### src/rtl/axi_lite_arbiter.sv
// Two-master AXI4-Lite arbiter with independent read/write FSMs; ARB_M0_PRIORITY_EN selects fixed priority.
// Latency: 1 cycle from master valid to m_*valid; channel forwarding is combinational.
// Backpressure: ready/valid pass straight through for the held grant; one outstanding transaction per direction.
module axi_lite_arbiter #(
    parameter int ADDR_W = 32,
    parameter int DATA_W = 32
) (
    input  logic                CLK,
    input  logic                RSTb,
    input  logic                s0_awvalid,
    input  logic [ADDR_W-1:0]   s0_awaddr,
    input  logic [2:0]          s0_awprot,
    output logic                s0_awready,
    input  logic                s0_wvalid,
    input  logic [DATA_W-1:0]   s0_wdata,
    input  logic [DATA_W/8-1:0] s0_wstrb,
    output logic                s0_wready,
    output logic                s0_bvalid,
    input  logic                s0_bready,
    input  logic                s0_arvalid,
    input  logic [ADDR_W-1:0]   s0_araddr,
    input  logic [2:0]          s0_arprot,
    output logic                s0_arready,
    output logic                s0_rvalid,
    output logic [DATA_W-1:0]   s0_rdata,
    input  logic                s0_rready,
    input  logic                s1_awvalid,
    input  logic [ADDR_W-1:0]   s1_awaddr,
    input  logic [2:0]          s1_awprot,
    output logic                s1_awready,
    input  logic                s1_wvalid,
    input  logic [DATA_W-1:0]   s1_wdata,
    input  logic [DATA_W/8-1:0] s1_wstrb,
    output logic                s1_wready,
    output logic                s1_bvalid,
    input  logic                s1_bready,
    input  logic                s1_arvalid,
    input  logic [ADDR_W-1:0]   s1_araddr,
    input  logic [2:0]          s1_arprot,
    output logic                s1_arready,
    output logic                s1_rvalid,
    output logic [DATA_W-1:0]   s1_rdata,
    input  logic                s1_rready,
    output logic                m_awvalid,
    output logic [ADDR_W-1:0]   m_awaddr,
    output logic [2:0]          m_awprot,
    input  logic                m_awready,
    output logic                m_wvalid,
    output logic [DATA_W-1:0]   m_wdata,
    output logic [DATA_W/8-1:0] m_wstrb,
    input  logic                m_wready,
    input  logic                m_bvalid,
    output logic                m_bready,
    output logic                m_arvalid,
    output logic [ADDR_W-1:0]   m_araddr,
    output logic [2:0]          m_arprot,
    input  logic                m_arready,
    input  logic                m_rvalid,
    input  logic [DATA_W-1:0]   m_rdata,
    output logic                m_rready,
    output logic [1:0]          rd_grant,
    output logic [1:0]          wr_grant
);

    typedef enum logic [1:0] {R_IDLE, R_ADDR, R_DATA} rd_state_t;
    typedef enum logic [1:0] {W_IDLE, W_ADDR, W_DATA, W_RESP} wr_state_t;

    rd_state_t  rd_state, rd_state_nxt;
    wr_state_t  wr_state, wr_state_nxt;
    logic [1:0] rd_grant_nxt, wr_grant_nxt;
    logic [1:0] rd_pick, wr_pick;
    logic       rd_done, wr_done;

    assign rd_done = (rd_state == R_DATA) && m_rvalid && m_rready;
    assign wr_done = (wr_state == W_RESP) && m_bvalid && m_bready;

`ifdef ARB_M0_PRIORITY_EN
    assign rd_pick = s0_arvalid ? 2'b01 : {s1_arvalid, 1'b0};
    assign wr_pick = s0_awvalid ? 2'b01 : {s1_awvalid, 1'b0};
`else
    // last = 1 means master 1 was served most recently, so master 0 wins the next tie.
    logic rd_last, wr_last;

    assign rd_pick = (s0_arvalid && (!s1_arvalid || rd_last)) ? 2'b01 : {s1_arvalid, 1'b0};
    assign wr_pick = (s0_awvalid && (!s1_awvalid || wr_last)) ? 2'b01 : {s1_awvalid, 1'b0};

    always_ff @(posedge CLK or negedge RSTb) begin
        if (!RSTb) begin
            rd_last <= 1'b1;
            wr_last <= 1'b1;
        end else begin
            if (rd_done) rd_last <= rd_grant[1];
            if (wr_done) wr_last <= wr_grant[1];
        end
    end
`endif

    always_ff @(posedge CLK or negedge RSTb) begin
        if (!RSTb) begin
            rd_state <= R_IDLE;
            wr_state <= W_IDLE;
            rd_grant <= 2'b00;
            wr_grant <= 2'b00;
        end else begin
            rd_state <= rd_state_nxt;
            wr_state <= wr_state_nxt;
            rd_grant <= rd_grant_nxt;
            wr_grant <= wr_grant_nxt;
        end
    end

    always_comb begin
        rd_state_nxt = rd_state;
        rd_grant_nxt = rd_grant;
        case (rd_state)
            R_IDLE: if (|rd_pick) begin
                rd_state_nxt = R_ADDR;
                rd_grant_nxt = rd_pick;
            end
            R_ADDR: if (m_arvalid && m_arready) rd_state_nxt = R_DATA;
            R_DATA: if (rd_done) begin
                rd_state_nxt = R_IDLE;
                rd_grant_nxt = 2'b00;
            end
            default: begin
                rd_state_nxt = R_IDLE;
                rd_grant_nxt = 2'b00;
            end
        endcase
    end

    always_comb begin
        wr_state_nxt = wr_state;
        wr_grant_nxt = wr_grant;
        case (wr_state)
            W_IDLE: if (|wr_pick) begin
                wr_state_nxt = W_ADDR;
                wr_grant_nxt = wr_pick;
            end
            W_ADDR: if (m_awvalid && m_awready) wr_state_nxt = W_DATA;
            W_DATA: if (m_wvalid && m_wready) wr_state_nxt = W_RESP;
            W_RESP: if (wr_done) begin
                wr_state_nxt = W_IDLE;
                wr_grant_nxt = 2'b00;
            end
            default: begin
                wr_state_nxt = W_IDLE;
                wr_grant_nxt = 2'b00;
            end
        endcase
    end

    // Read channel steering; every handshake signal is qualified by state and grant.
    assign m_arvalid  = (rd_state == R_ADDR) && (rd_grant[1] ? s1_arvalid : s0_arvalid);
    assign m_araddr   = rd_grant[1] ? s1_araddr : s0_araddr;
    assign m_arprot   = rd_grant[1] ? s1_arprot : s0_arprot;
    assign s0_arready = (rd_state == R_ADDR) && rd_grant[0] && m_arready;
    assign s1_arready = (rd_state == R_ADDR) && rd_grant[1] && m_arready;
    assign m_rready   = (rd_state == R_DATA) && (rd_grant[1] ? s1_rready : s0_rready);
    assign s0_rvalid  = (rd_state == R_DATA) && rd_grant[0] && m_rvalid;
    assign s1_rvalid  = (rd_state == R_DATA) && rd_grant[1] && m_rvalid;
    assign s0_rdata   = ((rd_state == R_DATA) && rd_grant[0]) ? m_rdata : '0;
    assign s1_rdata   = ((rd_state == R_DATA) && rd_grant[1]) ? m_rdata : '0;

    assign m_awvalid  = (wr_state == W_ADDR) && (wr_grant[1] ? s1_awvalid : s0_awvalid);
    assign m_awaddr   = wr_grant[1] ? s1_awaddr : s0_awaddr;
    assign m_awprot   = wr_grant[1] ? s1_awprot : s0_awprot;
    assign s0_awready = (wr_state == W_ADDR) && wr_grant[0] && m_awready;
    assign s1_awready = (wr_state == W_ADDR) && wr_grant[1] && m_awready;
    assign m_wvalid   = (wr_state == W_DATA) && (wr_grant[1] ? s1_wvalid : s0_wvalid);
    assign m_wdata    = wr_grant[1] ? s1_wdata : s0_wdata;
    assign m_wstrb    = wr_grant[1] ? s1_wstrb : s0_wstrb;
    assign s0_wready  = (wr_state == W_DATA) && wr_grant[0] && m_wready;
    assign s1_wready  = (wr_state == W_DATA) && wr_grant[1] && m_wready;
    assign m_bready   = (wr_state == W_RESP) && (wr_grant[1] ? s1_bready : s0_bready);
    assign s0_bvalid  = (wr_state == W_RESP) && wr_grant[0] && m_bvalid;
    assign s1_bvalid  = (wr_state == W_RESP) && wr_grant[1] && m_bvalid;

endmodule

### config.mk
export PLATFORM = sky130hd
export DESIGN_NAME = axi_lite_arbiter
export DESIGN_NICKNAME = d
export VERILOG_FILES = /design/src/rtl/axi_lite_arbiter.sv
export SDC_FILE = /design/constraint.sdc
export NUM_CORES = 1
export LEC_CHECK = 0
export ABC_AREA = 1
export CAP_MARGIN = 10
export CELL_PAD_IN_SITES_DETAIL_PLACEMENT = 1
export CELL_PAD_IN_SITES_GLOBAL_PLACEMENT = 2
export CORE_AREA = 2 2 175 177
export CTS_BUF_LIST = sky130_fd_sc_hd__clkbuf_4 sky130_fd_sc_hd__clkbuf_8
export DETAILED_ROUTE_END_ITERATION = 7
export DIE_AREA = 0 0 177 179
export GPL_TIMING_DRIVEN = 0
export PLACE_DENSITY_LB_ADDON = 0.1
export SYNTH_ARGS = -nofsm -noshare
export SYNTH_HDL_FRONTEND = slang
export SYNTH_SLANG_ARGS = --single-unit
### constraint.sdc
create_clock -name CLK -period 3.9 [get_ports CLK]
set_input_delay 0.975 -clock CLK [delete_from_list [all_inputs] [get_ports CLK]]
set_output_delay 0.975 -clock CLK [all_outputs]
set_load 0.03 [all_outputs]
# Word level (Yosys, flattened, before mapping)
# Index checks and enable logic that the tools add are counted.
# totals
register_bits,10
wordCells,94
input_bits,261
output_inout_bits,189
# classes
n_mux,28
n_reduce_logical,47
n_eq_ne,12
n_bitwise,1
# op_table
cell,n
two-way mux 32 bit,5
logical AND 1 bit,34
two-way mux 2 bit,11
inequality test 2 bit (second input constant),7
case mux 2 bit (3 select lines),2
AND reduction 3 bit,3
case mux 2 bit (4 select lines),1
equality test 2 bit (second input constant),3
two-way mux 3 bit,2
two-way mux 1 bit,5
equality test 2 x 1 -> 1 bit (second input constant),2
zero test 2 bit,2
two-way mux 4 bit,1
case mux 2 bit (2 select lines),1
AND reduction 4 bit,1
OR reduction 2 bit,2
zero test 1 bit,2
logical OR 1 bit,2
nonzero test 2 bit,1
inverter 1 bit,1

# Depth between registers and ports, before layout
# Gate-level depths: netlist (run 1).
# depth
word_depth,7
mapped_depth,8
depth_no_buf,8

# Least setup slack after synthesis (run 1)
# Ideal clock, no wire load.
# synth_timing
path_type,input to output
from,input port m_bvalid
to,output port s0_bvalid
path_slack_ns,1.231
cell_stages,2
t_arrival_ns,1.694
t_required_ns,2.925
path_cell_list,inv_1 -> nor3_1
# synth_between
elab_chain_len,1
# synth_lines
item,line_no,source
start: declaration,52,"input logic m_bvalid,"
logical AND 1 bit,176,assign s0_bvalid = (wr_state == W_RESP) && wr_grant[0] && m_bvalid;
end: declaration,18,"output logic s0_bvalid,"
# No other way between the ends.

# Worst setup path after layout (run 1)
# layout_timing
from,input port s1_arvalid
to,output port m_arvalid
# layout_between
elab_chain_len,2
# layout_lines
item,line_no,source
start: declaration,37,"input logic s1_arvalid,"
two-way mux 1 bit,154,assign m_arvalid = (rd_state == R_ADDR) && (rd_grant[1] ? s1_arvalid : s0_arvalid);
logical AND 1 bit,154,
end: declaration,54,"output logic m_arvalid,"
# No other way between the ends.

==> results of run 1 <==
==> worst min-delay path, stage by stage, from the launching register on <==
cell and delay [ns]:
dfstp_2 0.37, nand2_1 0.05, o21ai_0 0.07
==> per-stage QoR <==
step	cell area, sq um	hold WS (ns)
after floorplan	2450	0.466
after global placement	7440	0.478
after detailed placement	7440	0.484
after CTS	7500	0.494
after global routing	7500	0.511
final	7500	0.492
==> how the worst max path moves through the flow <==
stage                          start        end  cells after the start
after global placement    s1_arvalid  m_arvalid                      6
after CTS                 s1_arvalid  m_arvalid                      6
after detailed placement  s1_arvalid  m_arvalid                      6
after global routing      s1_awvalid  m_awvalid                      4
after floorplan             m_bvalid  s0_bvalid                      2
final                     s1_arvalid  m_arvalid                      6
==> sequential cells by signal, indices dropped and copies added (netlist names) <==
register and cells:
rd_state 2, wr_state 2, wr_grant 2, rd_last 1, rd_grant 2, wr_last 1
==> where the power goes <==
| part | internal (mW) | switching (mW) | total, mW |
|---|---|---|---|
| Combinational | 1.29 | 2.01 | 3.29 |
| Clock | 0.0890 | 0.0446 | 0.134 |
| Sequential | 0.160 | 0.0514 | 0.211 |
==> layout by cell type (no fill, tap or decap) <==
cell type and count:
clkdlybuf4s50_1 449, nand2_1 359, nor2_1 76, inv_1 54, buf_2 19, clkbuf_1 9
o21ai_0 8, dfrtp_1 8, nor3_1 7, nand3_1 7, a21oi_1 6, ha_1 5
clkbuf_8 4, inv_2 2, dfstp_2 2, buf_4 1, and3_1 1, nor2_2 1
nand4_1 1
==> routing by layer <==
metal / part of all wire (%) / track usage [%] / vias to the layer above
li1: - / - / 2556
met1: 35 / 12.8 / 2184
met2: 55 / 26.3 / 209
met3: 9.2 / 3.73 / 2
met5: 0 / 0 / -
met4: 0.11 / 0.517 / 0
==> area by class of cell <==
class                   instances  area, sq um
fillers                      3764        22500
repair buffers                449         4490
multi-input cells             471         1850
well taps                     396          495
flip-flops and latches         10          253
inverters                      56          210
plain buffers                  29          136
clock buffers                   4         55.1
==> kinds of logic (layout without fill, tap and decap cells) <==
logic type	Yosys count	after routing	share of synthesized area, %
simple gates	452	452	70.2
flops	10	10	10.3
compound gates	14	14	2.86
fa+ha+maj	5	5	2.55
buf+inv	85	538	14.1
==> results.md, run 1 <==
* Clk root buf: clkbuf_8
* DR vias/cell at about 3.5
* Post-cts sizing count at 0
* Clock sink count at 10
* Die Footprint at 31700 sq um
* Routability Congestion at 0.726
* CP peak stage delay at 0.72 ns
* P&R area growth vs syn at 206%
* Ys async rst share at 100%
* Post-layout nets at 1286
* Crit path max fanout at 4
* Final Non-Filler Cells at 1415
* H-tree depth at 1
* Post-CTS setup buffers at 0
* Worst hold path class: flip-flop to flip-flop
* FMAX at roughly 290 MHz
* Initial antenna violation count at 0
* CP arrival at 2.53 ns
* Synth Flop Type: dfrtp_1
* Largest net degree at the start of global routing at 11
* CP cell instances: clkdlybuf4s50_1 > inv_1 > nand2_1 > o21ai_0 > nor2_1 > clkdlybuf4s50_1
* CP endpoint kind: primary output
* Port buffer count at 449
* Row count at 64
* Slew Viols, Final at 0
* Critical path type: primary input to primary output
* CP required at 2.92 ns
* Synth Register Bits at 10
* Post-DR wirelength/cell at ~15 microns
* Hold Crit Endpoint: rd_last
* Max_cap viols at 0
* Static leakage at 3.49 nW
* First DRT Iteration DRCs at 123
* Worst Hold Path Cells at 2
* Syn avg cell area at around 4.3 sq um
* Post-DP HPWL at 19400 microns
* Max clock buf depth at 2
* Status: finished clean
* Post-synth EDFFs at 0
* Reg2reg end: wr_grant[0]
* Commonest cells post-synth: 359 x nand2_1, 76 x nor2_1, 54 x inv_1
* Worst setup margin at 0.394 ns
* Final hold vios at 0
* Top cells by area, synth: nand2_1 55%, nor2_1 12%, inv_1 8.3%
* Placed Cells at approximately 1400
* Starting Density at 8.17%
* GRT Total Usage at roughly an eighth
* Reg2reg start: wr_state[0]
* PD cells at 485 nW/um^2
* Worst slack, placed at 0.383 ns
* Fin crit share at 89.9%
* Count leader, synth: nand2_1
* FF-to-FF path depth at 7
* Vias in the first global route at 4991
* Unrepaired setup endpoints after global routing: false
* Tightest Pin Transition at 0.635 ns
* Tmin final at 3.51 ns
* IO Pins at 450
* Die height at between 150 and 200 microns
* Drt first pass iters at 4
* Min-delay src: rd_last
* Worst VDD drop at between 0.1 and 0.15 mV
* Mapped Area at 2450 sq um
* Distinct cell type count after synthesis at 17
* Top cell type's share of synthesized area at between 50% and 60%
* Rel. slew slack at between 50% and 60%
* CTS tree: done
* Grt ovf at 0
* Crit path max-delay family: buffers and inverters
* Worst path slowest cell: clkdlybuf4s50_1
* DRC viols at 0
* First-pass GRT wire length at about 31000 microns
* Ys Warns at 0
* Core area at 30000 sq um
* Startpoint Class: primary input
* Inserted Clock Buffers at 3
* DIE WIDTH at 177 microns
* Synth area leader: nand2_1
* Register area share after synthesis at 10.3%
* Mapped Cells at 566
* Number of hold buffers added after CTS at 0
* Worst R2R Setup Slack at 2.47 ns
* Layout cell share with drive strength beyond 1 at under 10%
* Final Setup Violations at 0
* Final setup TNS at 0 ns
* Total number of vias at 4951
* Most common cell on crit path: clkdlybuf4s50_1
* Worst skew pair latency at 0.24 ns
* Number of diodes at 0
* Buf/Inv on CP at 3
* Post-synth net total at 832
* Final Util at 25.0%
* CTS clk-pin slew, worst paths at roughly 0.060 ns
* Clock Skew at 0.00443 ns
* Total power at 3.64 mW
* Routed wire length at 21800 microns
* Final ANT Viol Nets at 0
(Power assumes the default switching activity.)
==> inputs of run 2 (changes only) <==
--- a/config.mk
+++ b/config.mk
@@ -9,10 +9,11 @@
 export CAP_MARGIN = 10
 export CELL_PAD_IN_SITES_DETAIL_PLACEMENT = 1
 export CELL_PAD_IN_SITES_GLOBAL_PLACEMENT = 2
-export CORE_AREA = 2 2 175 177
+export CORE_AREA = 2 2 174 176
 export CTS_BUF_LIST = sky130_fd_sc_hd__clkbuf_4 sky130_fd_sc_hd__clkbuf_8
 export DETAILED_ROUTE_END_ITERATION = 7
-export DIE_AREA = 0 0 177 179
+export DIE_AREA = 0 0 176 178
+export DONT_BUFFER_PORTS = 1
 export GPL_TIMING_DRIVEN = 0
 export PLACE_DENSITY_LB_ADDON = 0.1
 export SYNTH_ARGS = -nofsm -noshare
==> run 2 against run 1 <==
  * Power shrank 33%
  * Non-clock buffer count is 449 lower
  * Largest cell class is now multi-input gates
  * First-iteration DRC count decreased by 35%
  * Critical path type is now flip-flop to primary output
  * Routed wire length down 34%
  * Sequential power up 20%
  * Sequential share of layout area up 5.1 points
  * Die area is 1.1% lower
  * Cell count shrank 32%
  * Critical path depth fell by 3
  * Sequential cell count is the same
  * Count of clock-buffer cells in the layout shrank 1
  * Utilization shrank 15 points
==> results.md, run 2 (synthesized netlist as in run 1, its figures left out) <==
* Rel. slew slack at between 30% and 40%
* Initial antenna violation count at 1
* CP required at ~2.9 ns
* Starting Density at 8.35%
* Die Footprint at roughly 31000 sq um
* Clock sink count at 10
* Largest net degree at the start of global routing at 11
* DRC viols at 0
* Met1 Track Usage GR at 6.79%
* GRT Total Usage at 7.93%
* Static leakage at 1.77 nW
* Inserted Clock Buffers at 3
* Die height at 178 microns
* Global-route layer with the greatest usage: met2
* Vias in the first global route at 3402
* First-pass GRT wire length at between 15000 and 20000 microns
* Port buffer count at 0
* Placed Cells at between 900 and 1000
* Unrepaired setup endpoints after global routing: false
* H-tree depth at 1
* Commonest cells after routing, fill and taps aside: 359 x nand2_1, 76 x nor2_1, 54 x inv_1, 19 x buf_2, 9 x clkbuf_1
* Final Setup Violations at 0
* Status: finished clean
* DIE WIDTH at 176 microns
* Post-cts sizing count at 0
* Most common cell after layout, fill and taps aside: nand2_1
* IO Pins at 450
* Grt ovf at 0
* Crit path max fanout at 10
* Layout cell share with drive strength beyond 1 at between 4 and 5%
* First DRT Iteration DRCs at 80
* Max_cap viols at 0
* Post-DR wirelength/cell at 15.1 microns
* Drt first pass iters at 4
* Final Non-Filler Cells at 960
* Worst hold path class: primary input to asynchronous set/reset pin
* Routability Congestion at ~0.77
* Worst VDD drop at around 0.19 mV
* Final hold vios at 0
* Number of hold buffers added after CTS at 0
* Tightest Pin Transition at 1.04 ns
* Final ANT Viol Nets at 0
* Critical path type: flip-flop to primary output
* Clk root buf: clkbuf_8
* Filler cells at between 3000 and 4000
* Slew Viols, Final at 0
* Worst skew pair latency at roughly 0.23 ns
* Total number of vias at about 3400
* CP endpoint kind: primary output
* Startpoint Class: flip-flop
* Max clock buf depth at 2
* FMAX at about 330 MHz
* Post-DP HPWL at 13000 microns
* CTS clk-pin slew, worst paths at 0.05 ns
* Post-layout nets at 837
* Tmin final at 3.05 ns
* Row count at 63
* Final setup TNS at 0 ns
* P&R area growth vs syn at 21.7%
* Met2 GRT Util at 18.0%
* Clock Skew at 0.000528 ns
* CP arrival at 2.07 ns
* Post-CTS setup buffers at 0
* DR vias/cell at 3.58
* Met3 Resource Use GR at 1.45%
* Hold_ws at ~0.43 ns
* Routed wire length at 14500 microns
* CTS tree: done
* PD cells at 818 nW/um^2
* Core area at 29400 sq um
* Fin crit share at 78.2%
## run 2: metrics by stage
stage	util, %	setup WS [ns]	power (mW)	cell area (sq um)
floorplan	-	1.23	2.00	2450
finish	10.2	0.851	2.44	2990
CTS	10.1	0.778	2.51	2980
global route	10.2	0.752	2.68	2990
detailed placement	10.0	1.05	2.39	2940
global placement	10.0	1.03	2.39	2940
## run 2: layer usage
metal / wire length [microns] / share of wire (%) / vias to the layer above
met5: 0 / 0 / -
met4: 248 / 1.7 / 0
met3: 1120 / 7.8 / 10
met2: 8720 / 60 / 215
met1: 4380 / 30 / 1556
li1: - / - / 1655
## run 2: cell type report
cell class,count,area [sq um],area share [%]
Multi-Input combinational cell,471,1850,62.1
Tap cell,390,488,16.3
Sequential cell,10,253,8.47
Inverter,56,210,7.04
Buffer,29,136,4.57
Clock buffer,3,41.3,1.38
Antenna cell,1,2.50,0.0838
## run 2: final timing paths
| path | from | slack [ns] | cells past startpoint | endpoint |
|---|---|---|---|---|
| max | wr_grant[1] | 0.85 | 3 | s1_awready |
| min reg2reg | wr_last | 0.49 | 2 | wr_last |
| min in group CLK | wr_last | 0.49 | 2 | wr_last |
| max reg2reg | rd_grant[1] | 2.10 | 5 | rd_state[0] |
| min | RSTb | 0.43 | 0 | wr_state[1] |
| max in group asynchronous | RSTb | 3.30 | 0 | rd_last |
## run 2: power breakdown
group	switching [mW]	total, mW	internal (mW)
sequential	0.0945	0.253	0.159
combinational	1.75	2.08	0.325
clock	0.0428	0.111	0.0679
total	1.89	2.44	0.551
## run 2: critical path, stage by stage (launching register included)
cell and delay (ns):
dfrtp_1 0.62, inv_2 0.13, buf_2 0.23, nor3_1 0.86
==> inputs of run 3 (changes only) <==
--- a/config.mk
+++ b/config.mk
@@ -9,10 +9,10 @@
 export CAP_MARGIN = 10
 export CELL_PAD_IN_SITES_DETAIL_PLACEMENT = 1
 export CELL_PAD_IN_SITES_GLOBAL_PLACEMENT = 2
-export CORE_AREA = 2 2 174 176
+export CORE_AREA = 2 2 173 175
 export CTS_BUF_LIST = sky130_fd_sc_hd__clkbuf_4 sky130_fd_sc_hd__clkbuf_8
 export DETAILED_ROUTE_END_ITERATION = 7
-export DIE_AREA = 0 0 176 178
+export DIE_AREA = 0 0 175 177
 export DONT_BUFFER_PORTS = 1
 export GPL_TIMING_DRIVEN = 0
 export PLACE_DENSITY_LB_ADDON = 0.1
==> constraint.sdc (replaced) <==
create_clock -name CLK -period 2.95 [get_ports CLK]
set_input_delay 0.7375 -clock CLK [delete_from_list [all_inputs] [get_ports CLK]]
set_output_delay 0.7375 -clock CLK [all_outputs]
set_load 0.03 [all_outputs]
==> run 3 against run 2 <==
  * Utilization up 0.085 points
  * Sequential share of layout area about the same
  * Worst hold slack worse by 0.24 ns
  * Count of clock-buffer cells in the layout unchanged
  * Setup slack worse by 0.66 ns
  * Routed wire length down 3.3%
  * Via count down 0.73%
  * Clock skew about the same
  * Cell area up 0.29%
  * Register-to-register slack worse by 0.95 ns
  * Critical endpoint is now m_awaddr[28]
  * Largest power group unchanged
  * Highest routed layer unchanged
==> results.md, run 3 (synthesized netlist as in run 1, its figures left out) <==
* Status: finished clean
* Die Footprint at 31000 sq um
* Drt first pass iters at 4
* Worst VDD drop at 0.208 mV
* GRT Total Usage at 7.95%
* IO Pins at 450
* Post-DP HPWL at 12800 microns
* Sw Pwr at 2.48 mW
* FF-to-FF path depth at 5
* Final setup TNS at 0 ns
* Clock Skew at ~0.00045 ns
* First-pass GRT wire length at 19400 microns
* Reg2reg start: rd_grant[1]
* Static leakage at 1.77 nW
* Number of diodes at 0
* Slew Viols, Final at 0
* Grt ovf at 0
* Internal power at 0.726 mW
* P&R area growth vs syn at 22.0%
* CP arrival at ~2.0 ns
* Row count at between 60 and 70
* Commonest cells after routing, fill and taps aside: 359 x nand2_1, 76 x nor2_1, 54 x inv_1, 19 x buf_2
* Core area at 29200 sq um
* Most common cell on crit path: nand2_1
* Critical path type: flip-flop to primary output
* Vias in the first global route at 3373
* Rel. slew slack at between 20% and 30%
* Final Util at around a tenth
* Final Setup Violations at 0
* Worst slack, placed at 0.300 ns
* CP cell instances: buf_4 > clkbuf_1 > nand2_1 > nand2_1
* Most common cell after layout, fill and taps aside: nand2_1
* Worst hold path class: primary input to asynchronous set/reset pin
* CTS clk-pin slew, worst paths at 0.05 ns
* Worst skew pair latency at 0.23 ns
* Post-CTS setup buffers at 0
* Sw Ratio at 77.4%
* Worst path slowest cell: dfrtp_1
* Final ANT Viol Nets at 0
* Initial antenna violation count at 0
* Clk root buf: clkbuf_8
* Routability Congestion at 0.785
* Final Non-Filler Cells at 958
* PD cells at between 1000 and 1500 nW/um^2
* H-tree depth at 1
* Unrepaired setup endpoints after global routing: false
* Routed wire length at between 10000 and 15000 microns
* Worst R2R Setup Slack at approximately 1.2 ns
* Startpoint Class: flip-flop
* Clock sink count at 10
* Combinational share of power at 85.0%
* FMAX at 362 MHz
* CP endpoint kind: primary output
* Layout cell share with drive strength beyond 1 at 5.46%
* Tightest Pin Transition at around 1.1 ns
* Fin crit share at 93.6%
* Reg power frac at 10.4%
* Post-layout nets at between 800 and 900
* DIE WIDTH at 175 microns
* Largest net degree at the start of global routing at 11
* Worst setup margin at 0.190 ns
* Crit path max fanout at 19
* Final instance area at 2990 sq um
* First DRT Iteration DRCs at 114
* Reg2reg end: rd_state[0]
* DR vias/cell at 3.56
* Placed Cells at roughly 960
* DRC viols at 0
* Max clock buf depth at 2
* Starting Density at around 8.4%
* Hold_ws at 0.193 ns
* Total power at 3.21 mW
* CP peak stage delay at between 0.6 and 0.7 ns
* Placed instance area at 2940 sq um
* CTS tree: done
* CP required at 2.21 ns
* Final hold vios at 0
* Max_cap viols at 0
* Inserted Clock Buffers at 3
* Tmin final at between 2 and 3 ns
* Die height at roughly 180 microns
* Clock network power share at 4.6%
* Post-DR wirelength/cell at 14.6 microns
* Port buffer count at 0
* Total number of vias at 3411
-- run 3: changes by cell type in the layout (fill, tap and decap cells not counted) --
cell / before / now
clkbuf_1: 9 / 8
diode_2: 1 / 0
nor3_1: 7 / 4
nor3_2: 0 / 3
-- run 3: repair_timing --
| action | CTS | global route |
|---|---|---|
| hold buffers | 0 | 0 |
| gates resized for setup | 0 | 3 |
| setup endpoints to repair | 0 | 5 |
-- run 3: layer usage --
| layer | up-vias | track usage [%] | routed length [microns] |
|---|---|---|---|
| met5 | - | 0 | 0 |
| met4 | 0 | 0.799 | 87 |
| met3 | 8 | 1.48 | 966 |
| met2 | 209 | 17.2 | 8250 |
| met1 | 1543 | 7.84 | 4700 |
| li1 | 1651 | - | - |
-- run 3: worst max-delay path: cells and delay by family, from the launching register on --
family | cells | cell delay, ns
buffers and inverters | 2 | 0.75
flip-flops | 1 | 0.63
AND/OR/NAND/NOR | 2 | 0.39
-- run 3: power groups by stage --
| stage | clock (mW) | sequential, mW | combinational (mW) |
|---|---|---|---|
| final | 0.146 | 0.335 | 2.73 |
| after CTS | 0.154 | 0.342 | 2.80 |
| after global placement | 0 | 0.343 | 2.80 |
| after global routing | 0.164 | 0.352 | 3.01 |
| after floorplan | 0 | 0.307 | 2.33 |
| after detailed placement | 0 | 0.344 | 2.80 |
-- run 3: cell type report --
class / count / area (sq um)
fillers: 3760 / 26300
multi-input cells: 471 / 1870
well taps: 390 / 488
flip-flops and latches: 10 / 253
inverters: 56 / 210
plain buffers: 28 / 133
clock buffers: 3 / 41.3
-- run 3: worst max-delay path by stage --
| stage | startpoint | end | slack [ns] | cells past startpoint |
|---|---|---|---|---|
| 5_1_grt | wr_grant[1] | m_awprot[1] | 0.02 | 4 |
| 2_1_floorplan | wr_grant[1] | s1_awready | 0.68 | 3 |
| 6_report | wr_grant[1] | m_awaddr[28] | 0.19 | 4 |
| 4_1_cts | wr_grant[1] | s1_awready | 0.03 | 3 |
| 3_5_place_dp | wr_grant[1] | s1_awready | 0.30 | 3 |
| 3_3_place_gp | wr_grant[1] | s1_awready | 0.31 | 3 |
